## src/rtl/adder_share_arb.sv

```systemverilog
// Round-robin sequencer that time-shares one external add/sub unit among NREQ requesters.
// Optional build macro ADDER_SHARE_STATS_EN adds saturating grant/overflow counters.

//   state  | meaning
//   IDLE   | waiting for any req_valid; grants the round-robin winner
//   EXEC   | operands held on the shared adder while its ripple chain settles
//   RESP   | captured result presented until resp_ready
module adder_share_arb #(
  parameter int W    = 8,
  parameter int NREQ = 4,
  parameter int IDW  = 2
) (
  input  logic              clk,
  input  logic              rst,
  input  logic [NREQ-1:0]   req_valid,
  output logic [NREQ-1:0]   req_ready,
  input  logic [NREQ*W-1:0] req_x,
  input  logic [NREQ*W-1:0] req_y,
  input  logic [NREQ-1:0]   req_op,
  output logic [W-1:0]      add_x,
  output logic [W-1:0]      add_y,
  output logic              add_op,
  input  logic [W-1:0]      add_sum,
  input  logic              add_cout,
  input  logic              add_ovf,
  output logic              resp_valid,
  input  logic              resp_ready,
  output logic [IDW-1:0]    resp_id,
  output logic [W-1:0]      resp_sum,
  output logic              resp_cout,
  output logic              resp_ovf
`ifdef ADDER_SHARE_STATS_EN
  ,
  output logic [15:0]       stat_ops,
  output logic [15:0]       stat_ovf
`endif
);

  localparam int PTRW = (NREQ > 1) ? $clog2(NREQ) : 1;

  localparam logic [1:0] S_IDLE = 2'd0;
  localparam logic [1:0] S_EXEC = 2'd1;
  localparam logic [1:0] S_RESP = 2'd2;

  logic [1:0]      state;
  logic [PTRW-1:0] rr_ptr;
  logic [PTRW-1:0] win;
  logic [PTRW-1:0] win_hi;
  logic [PTRW-1:0] win_lo;
  logic            found_hi;
  logic            found_lo;
  logic            grant;
  logic [W-1:0]    win_x;
  logic [W-1:0]    win_y;
  logic            win_op;

  // Winner is the lowest valid index at or above the pointer, else the lowest valid overall.
  always_comb begin
    found_hi = 1'b0;
    found_lo = 1'b0;
    win_hi   = '0;
    win_lo   = '0;
    for (int i = 0; i < NREQ; i++) begin
      if (req_valid[i] && !found_lo) begin
        found_lo = 1'b1;
        win_lo   = PTRW'(i);
      end
      if (req_valid[i] && (PTRW'(i) >= rr_ptr) && !found_hi) begin
        found_hi = 1'b1;
        win_hi   = PTRW'(i);
      end
    end
    win = found_hi ? win_hi : win_lo;
  end

  assign grant = (state == S_IDLE) && found_lo && !rst;

  always_comb begin
    req_ready = '0;
    win_x     = '0;
    win_y     = '0;
    win_op    = 1'b0;
    for (int i = 0; i < NREQ; i++) begin
      if (win == PTRW'(i)) begin
        req_ready[i] = grant;
        win_x        = req_x[i*W +: W];
        win_y        = req_y[i*W +: W];
        win_op       = req_op[i];
      end
    end
  end

  always_ff @(posedge clk) begin
    if (rst) begin
      state      <= S_IDLE;
      rr_ptr     <= '0;
      add_x      <= '0;
      add_y      <= '0;
      add_op     <= 1'b0;
      resp_valid <= 1'b0;
      resp_id    <= '0;
      resp_sum   <= '0;
      resp_cout  <= 1'b0;
      resp_ovf   <= 1'b0;
    end else begin
      case (state)
        S_IDLE: begin
          if (grant) begin
            add_x   <= win_x;
            add_y   <= win_y;
            add_op  <= win_op;
            resp_id <= IDW'(win);
            rr_ptr  <= (win == PTRW'(NREQ - 1)) ? '0 : win + PTRW'(1);
            state   <= S_EXEC;
          end
        end
        S_EXEC: begin
          resp_sum   <= add_sum;
          resp_cout  <= add_cout;
          resp_ovf   <= add_ovf;
          resp_valid <= 1'b1;
          state      <= S_RESP;
        end
        S_RESP: begin
          if (resp_ready) begin
            resp_valid <= 1'b0;
            state      <= S_IDLE;
          end
        end
        default: state <= S_IDLE;
      endcase
    end
  end

`ifdef ADDER_SHARE_STATS_EN
  always_ff @(posedge clk) begin
    if (rst) begin
      stat_ops <= '0;
      stat_ovf <= '0;
    end else begin
      if (grant && (stat_ops != 16'hFFFF))
        stat_ops <= stat_ops + 16'd1;
      if ((state == S_EXEC) && add_ovf && (stat_ovf != 16'hFFFF))
        stat_ovf <= stat_ovf + 16'd1;
    end
  end
`endif

endmodule

```

## config.mk

```make
export PLATFORM = sky130hd
export DESIGN_NAME = adder_share_arb
export DESIGN_NICKNAME = d
export VERILOG_FILES = /design/src/rtl/adder_share_arb.sv
export SDC_FILE = /design/constraint.sdc
export NUM_CORES = 1
export LEC_CHECK = 0
export CAP_MARGIN = 20
export CORE_MARGIN = 5
export CORE_UTILIZATION = 40
export DETAILED_ROUTE_END_ITERATION = 10
export HOLD_SLACK_MARGIN = 0.08
export PLACE_DENSITY_LB_ADDON = 0.2
export SETUP_SLACK_MARGIN = 0.4
export SLEW_MARGIN = 20
export SYNTH_ARGS = -nofsm -noshare
export SYNTH_HDL_FRONTEND = slang
export SYNTH_SLANG_ARGS = --single-unit
```

## constraint.sdc

```tcl
create_clock -name clk -period 6.8 [get_ports clk]
set_clock_uncertainty 0.15 [all_clocks]
set_input_delay 0.68 -clock clk [delete_from_list [all_inputs] [get_ports clk]]
set_output_delay 0.68 -clock clk [all_outputs]
set_load 0.01 [all_outputs]
```

-- After elaboration in Yosys (flattened, before gate mapping)
Cells that the tools add are included.
- bits in registers: 34
- input port bits: 85
- output and inout port bits: 34
- add/subtract/negate cells: 1
- order comparisons: 4
- eq/ne operators: 7
- muxes and demuxes: 37
- reduce and logical (&&, ||, !) cells: 25
- operator list (operator ; number):
    $mux W8 ; 8
    $mux W1 ; 19
    $mux W2 ; 8
    $logic_and A1 B1 Y1 ; 12
    $logic_not A1 Y1 ; 7
    $eq A2 B2 Y1 const B ; 3
    $pmux W2 S3 ; 1
    $reduce_and A2 Y1 ; 3
    $eq A2 B1 Y1 const B ; 2
    $ge A1 B2 Y1 const A ; 2
    $ge A2 B2 Y1 const A ; 2
    $logic_not A2 Y1 ; 2
    $ne A2 B2 Y1 const B ; 2
    $add A2 B1 Y2 const B ; 1
    $pmux W1 S2 ; 1
    $reduce_bool A2 Y1 ; 1

-- Depth between registers and ports, before layout
Gate-level depths: netlist of run 1.
- word-level depth: 18
- mapped depth: 12
- mapped depth without buffers: 9

-- Least setup slack after synthesis of run 1
OpenSTA, ideal clock, no wires.
- kind: input-to-output
- start: input port req_valid[2]
- end: output port req_ready[3]
- arrival time: 2225 ps
- data required time: 5970 ps
- slack: 3745 ps
- stages on the path: 8
- cells stage by stage: nor2b_1 nor3_1 a21o_1 nor2b_1 ha_1 clkbuf_2 clkbuf_1 and2_1
- longest elaborated chain between the ends: 9
- RTL lines (what ; line ; text):
    start, declared ; 15 ; input logic [NREQ-1:0] req_valid,
    $logic_and A1 B1 Y1 (2 in series) ; 68 ; if (req_valid[i] && (PTRW'(i) >= rr_ptr) && !found_hi) begin
    $mux W1 ; 68 ;
    $logic_not A1 Y1 ; 68 ;
    $logic_and A1 B1 Y1 ; 68 ;
    $mux W2 or $mux W1 (tied branches) ; 68 ;
    $mux W2 (*) ; 73 ; win = found_hi ? win_hi : win_lo;
    net win[0] ; 47 ; logic [PTRW-1:0] win;
    $eq A2 B2 Y1 (*) ; 84 ; if (win == PTRW'(i)) begin
    $mux W1 (*) ; 84 ;
    end, declared ; 16 ; output logic [NREQ-1:0] req_ready,
Mark *: on every way through the listed nets, which the timed path passes. The rest lies on a longest branch.

-- Worst setup path after layout of run 1
- start: input port req_valid[1]
- end: output port req_ready[1]
- longest elaborated chain between the ends: 12
- RTL lines (what ; line):
    $logic_and A1 B1 Y1 (2 in series) ; 68
    $mux W1 ; 68
    $logic_not A1 Y1 ; 68
    $logic_and A1 B1 Y1 ; 68
    $mux W1 ; 68
    $logic_not A1 Y1 ; 68
    $logic_and A1 B1 Y1 ; 68
    $mux W2 or $mux W1 (tied branches) ; 68
    $mux W2 (*) ; 73
    net win[0] ; 47
    $eq A2 B1 Y1 (*) ; 84
    $mux W1 (*) ; 84
Marks and branches as above.

==> flow_metrics.tcl, run 1 <==
set metrics [dict create \
    critical_path.top_delay_family "buffers and inverters" \
    row_count 25 \
    worst-path-buf-inv 2 \
    clock_tree.buffer_depth 2 \
    ios 119 \
    grt_start_max_net_pins 36 \
    regArea_um2 681 \
    synth_most_common_cell "dfxtp_1" \
    holdBufCountCts 0 \
    post-route-min-period_ns 4.05 \
    slew_headroom 0.526 \
    synthMuxAreaShare 0 \
    synthFlopType "dfxtp_1" \
    die_h_um 79.5 \
    ir_worst_vdd_mv 0.169 \
    path_class "input port to primary output" \
    worst_slew_pin_slew_ns 0.707 \
    max_freq_mhz 247 \
    drv_cap 0 \
    synth-simple-area-share 0.147 \
    drive_gt1_frac 0.0882 \
    dp_hpwl_um 4630 \
    seq_area_frac_synth 0.353 \
    final_area_um2 3190 \
    diodes 0 \
    synth_xor_area_frac 0 \
    ys_warn_count 0 \
    synth_top_cell_by_area "dfxtp_1" \
    drc 0 \
    syn_avg_cell_area_um2 8.32 \
    start_kind "input port" \
    nets 428 \
    multi_input_area_um2 1040 \
    cpMaxStageDelayCell "ha_1" \
    rsz0062_at_grt "false" \
    clk_pin_slew_worst_paths_ns 0.08 \
    grt_pass1_vias 1941 \
    cts-resized-gates 0 \
    cts_root_buf "clkbuf_8" \
    hp-class "register to register" \
    first_iter_violations 101 \
    ys_types 30 \
    setup_viol 0 \
    die_area_um2 6310 \
    port_buffers 118 \
    via_per_inst 5.26 \
    synth_top_family_by_area "compound AO/OA/AOI/OAI gates" \
    fillers 394 \
    clkSinkCount 34 \
    synth_area_leaders "dfxtp_1, a221oi_2, a221o_1, a21oi_1, nand2_1" \
    h-tree-depth 2 \
    cp.required_ns 5.97 \
    crit_chain "clkdlybuf4s50_1, nor2b_1, nor3_1, a21o_1, nor2b_1, ha_1, and2_1, clkdlybuf4s50_1" \
    critical_path_cell_count 8 \
    grt_usage 0.193 \
    yosys_register_bits 34 \
    synth_top_area_share 0.353 \
    status "completed" \
    die_x_um 79.5 \
    gp_congestion 0.782 \
    critPathArrivalTime_ns 3.22 \
    vias 2071 \
    hold_viol_final 0 \
    synthCells 232 \
    synth_edf_count 0 \
    cpPeakStageDelay_ns 0.64 \
    grt.overflow.total 0 \
    powerDensity_nw_per_um2 208 \
    cp_max_fo 19 \
    place_area_um2 3080 \
    leakage_uw 0.00126 \
    core_um2 4690 \
    synth-adder-area-share 0.0259 \
    synth_compound_area_frac 0.366 \
    first_pass_iters 4 \
    finalSetupTns_ns 0 \
    reg2reg_depth 9 \
    wl_per_cell_um 15.7 \
    synth_common_cells "dfxtp_1, a21oi_1, nand2_1" \
    routed_wl_um 6190 \
    cts_setup_buffers 0 \
    syn-cell-area_um2 1930 \
    fin_crit_sh 0.596 \
    cts_inserted_buffers 5 \
    synthArstFlopShare 0 \
    synthesis.nets 321 \
    clock_latency_ns 0.28 \
    postRouteAntennaNets 0 \
    initial_utilization 0.411 \
    slew_violations 0 \
    antenna_found_initial 0 \
    holdPathStages 2 \
    grt_pass1_wl_um 9490 \
    endpoint_kind "primary output" \
    cts_tree "built" \
    syn_to_final_growth_pct 65.3 \
]
## metrics by stage
stage / hold WS (ns) / util / cells / setup WS, ns / power [uW]
after floorplan: 0.324 / - / 232 / 3.74 / 375
after global placement: 0.291 / 0.655 / 386 / 2.80 / 478
after detailed placement: 0.295 / 0.655 / 386 / 2.74 / 482
after CTS: 0.306 / 0.680 / 394 / 2.74 / 671
after global routing: 0.322 / 0.680 / 394 / 2.57 / 701
final: 0.305 / 0.680 / 394 / 2.75 / 664
## routing by layer
layer,vias to the layer above,track usage,wire (um)
met2,82,0.328,3020
met1,935,0.229,2570
met5,-,0,0
li1,1046,-,-
met3,8,0.0553,489
met4,0,0.0687,112
## area by class of cell
cell class,count,share of cell area
inverter,21,0.0255
sequential,34,0.213
clock buffer,5,0.0216
timing repair buffer,121,0.377
clock inverter,3,0.0141
multi-input combinational,156,0.327
tap,54,0.0212
## path summary, 6_finish.rpt
kind	from	slack [ns]	end
worst max-delay path	req_valid[1]	2.75	req_ready[1]
worst min-delay path	resp_sum[1]$_SDFFE_PP0P_	0.30	resp_sum[1]$_SDFFE_PP0P_
worst max register to register	rr_ptr[0]$_SDFFE_PP0P_	3.91	add_x[4]$_SDFFE_PP0P_
worst min register to register	resp_sum[1]$_SDFFE_PP0P_	0.30	resp_sum[1]$_SDFFE_PP0P_
## report_power, final
group          switching [uW]  internal [uW]  leakage [uW]
Clock                    78.4            109     0.0000504
Combinational             112            132      0.000925
Sequential               11.8            221      0.000280
Total                     202            462       0.00126
## placed cells by master, fill, tap and decap left out
cell type | synthesis | layout
or3b_2 | 1 | 1
nand3_1 | 1 | 1
bufinv_16 | 0 | 1
inv_1 | 20 | 20
inv_4 | 1 | 1
a221oi_1 | 1 | 1
o21ai_1 | 3 | 3
buf_4 | 1 | 3
nor2b_1 | 7 | 6
nand2b_1 | 1 | 1
ha_1 | 4 | 4
nor3_1 | 3 | 3
nand2_1 | 24 | 24
or4_1 | 1 | 1
and2_1 | 4 | 4
o21ai_0 | 16 | 16
nor4_1 | 1 | 1
a211oi_1 | 1 | 1
clkbuf_8 | 0 | 5
a21oi_1 | 32 | 32
a221oi_2 | 16 | 16
dfxtp_1 | 34 | 34
o21bai_1 | 1 | 1
a21o_1 | 1 | 1
nor2_1 | 20 | 20
clkinvlp_4 | 0 | 2
nor2b_2 | 0 | 1
a32o_1 | 1 | 1
clkdlybuf4s50_1 | 0 | 118
a221o_1 | 17 | 17
## state kept, by name, indices dropped and copies added, names as in the netlist
| name | cells |
|---|---|
| rr_ptr | 2 |
| add_y | 8 |
| resp_sum | 8 |
| resp_ovf | 1 |
| resp_cout | 1 |
| add_op | 1 |
| resp_id | 2 |
| resp_valid | 1 |
| add_x | 8 |
| state | 2 |
## cells by family after synthesis
kind of cell / Yosys count
fa+ha+maj: 4
simple gates: 63
flops: 34
compound gates: 89
buf+inv: 42
## tightest hold or removal path: cells and delay by family, from the launching register on
family,cells,cell delay (ns)
AO/OA/AOI/OAI,1,0.05
flip-flops,1,0.31
AND/OR/NAND/NOR,1,0.05
No activity file was read; power rests on OpenSTA's default activity.
==> inputs of run 2 (changes only) <==
--- a/config.mk
+++ b/config.mk
@@ -7,7 +7,7 @@
 export LEC_CHECK = 0
 export CAP_MARGIN = 20
 export CORE_MARGIN = 5
-export CORE_UTILIZATION = 40
+export CORE_UTILIZATION = 34
 export DETAILED_ROUTE_END_ITERATION = 10
 export HOLD_SLACK_MARGIN = 0.08
 export PLACE_DENSITY_LB_ADDON = 0.2
==> constraint.sdc (replaced) <==
create_clock -name clk -period 3.4 [get_ports clk]
set_clock_uncertainty 0.15 [all_clocks]
set_input_delay 0.34 -clock clk [delete_from_list [all_inputs] [get_ports clk]]
set_output_delay 0.34 -clock clk [all_outputs]
set_load 0.01 [all_outputs]
==> flow_metrics.tcl, run 2 (synthesis results as in run 1) <==
set metrics [dict create \
    drc 0 \
    grt_pass1_vias 2013 \
    clock_tree.buffer_depth 2 \
    die_area_um2 7280 \
    leakage_uw 0.00129 \
    worst_slew_pin_slew_ns 0.706 \
    dp_hpwl_um 4860 \
    initial_utilization 0.350 \
    clk_pin_slew_worst_paths_ns 0.07 \
    setup_viol 0 \
    status "completed" \
    busiest_layer "met2" \
    clock_latency_ns 0.29 \
    cp_max_fo 4 \
    grt_use_met2 0.290 \
    fin_ws_ns 0.493 \
    fin_crit_sh 0.855 \
    layout_common_cells "clkdlybuf4s50_1, dfxtp_1, a21oi_1" \
    slew_headroom 0.527 \
    final_cells 414 \
    cp.required_ns 2.91 \
    routed_wl_um 6670 \
    finalSetupTns_ns 0 \
    h-tree-depth 2 \
    first_pass_iters 4 \
    final_common_cell "clkdlybuf4s50_1" \
    endpoint_kind "primary output" \
    drv_cap 0 \
    max_freq_mhz 344 \
    hp-class "register to register" \
    gr-usage-met3 0.0544 \
    via_per_inst 5.09 \
    nets 431 \
    grt_usage 0.179 \
    powerDensity_nw_per_um2 416 \
    slew_violations 0 \
    met1_usage 0.231 \
    grt_pass1_wl_um 10400 \
    place_area_um2 3110 \
    cts_root_buf "clkbuf_8" \
    start_kind "input port" \
    path_class "input port to primary output" \
    rsz0062_at_grt "false" \
    diodes 0 \
    syn_to_final_growth_pct 68.2 \
    cts_inserted_buffers 5 \
    cts_tree "built" \
    grt_start_max_net_pins 35 \
    die_x_um 85.3 \
    dp.cells 406 \
    critPathArrivalTime_ns 2.42 \
    post-place-ws_ns 0.272 \
    port_buffers 118 \
    grt.overflow.total 0 \
    clkSinkCount 34 \
    core_um2 5510 \
    first_iter_violations 118 \
    top_regs "add_x (8), add_y (8), resp_sum (8)" \
    ios 119 \
    hold_viol_final 0 \
    postRouteAntennaNets 0 \
    final_area_um2 3250 \
    wl_per_cell_um 16.1 \
    vias 2109 \
    die_h_um 85.3 \
    antenna_found_initial 0 \
    gp_congestion 0.822 \
    post-route-min-period_ns 2.91 \
    row_count 27 \
    drive_gt1_frac 0.0994 \
    ir_worst_vdd_mv 0.216 \
    holdWs_ns 0.305 \
]
[run 2: cell types whose count changed in the layout (fill, tap and decap cells not counted), sizes merged]
cell	previous run	this run
dlymetal6s2s	0	1
clkinvlp	2	0
clkbuf	5	6
buf	3	6
clkdlybuf4s50	118	117
[run 2: where the power goes]
group | total [uW] | internal [uW] | switching [uW]
clock network | 382 | 234 | 148
logic | 503 | 271 | 232
registers | 466 | 442 | 23.9
[run 2: cell type report]
type	count	area [um2]
clock buffers	6	82.6
flip-flops and latches	34	681
clock inverters	1	30.0
fillers	495	2260
repair buffers	124	1230
multi-input cells	156	1050
inverters	21	81.3
well taps	72	90.1
[run 2: path summary, 6_finish.rpt]
kind / from / end / slack, ns / cells after the start
setup reg to reg: rr_ptr[0]$_SDFFE_PP0P_ / add_x[4]$_SDFFE_PP0P_ / 0.93 / 9
hold / removal: resp_sum[5]$_SDFFE_PP0P_ / resp_sum[5]$_SDFFE_PP0P_ / 0.31 / 2
setup / recovery: req_valid[0] / req_ready[1] / 0.49 / 9
hold reg to reg: resp_sum[5]$_SDFFE_PP0P_ / resp_sum[5]$_SDFFE_PP0P_ / 0.31 / 2
[run 2: worst max-delay path: stages]
cell,delay (ns)
clkdlybuf4s50_1,0.51
nor2b_1,0.19
nor3_1,0.06
a21o_1,0.19
nor2b_2,0.17
ha_1,0.23
buf_6,0.13
and2_1,0.12
clkdlybuf4s50_1,0.47
[run 2: what timing repair did]
item,CTS,global route
endpoints found under the hold margin,0,0
gates cloned,0,0
buffers inserted,1,0
setup endpoints to repair,1,2
resized for setup,1,3
hold buffers,0,0
[run 2: per-layer routing]
metal  share of wire  up-vias
met2            0.47       79
met1            0.44      972
met5               0        -
met4           0.012        0
met3           0.072        8
li1                -     1050
[run 2: metrics by stage]
step,utilization,total power (uW)
CTS,0.588,1360
global placement,0.565,966
finish,0.589,1350
floorplan,-,750
global route,0.589,1430
detailed placement,0.565,971
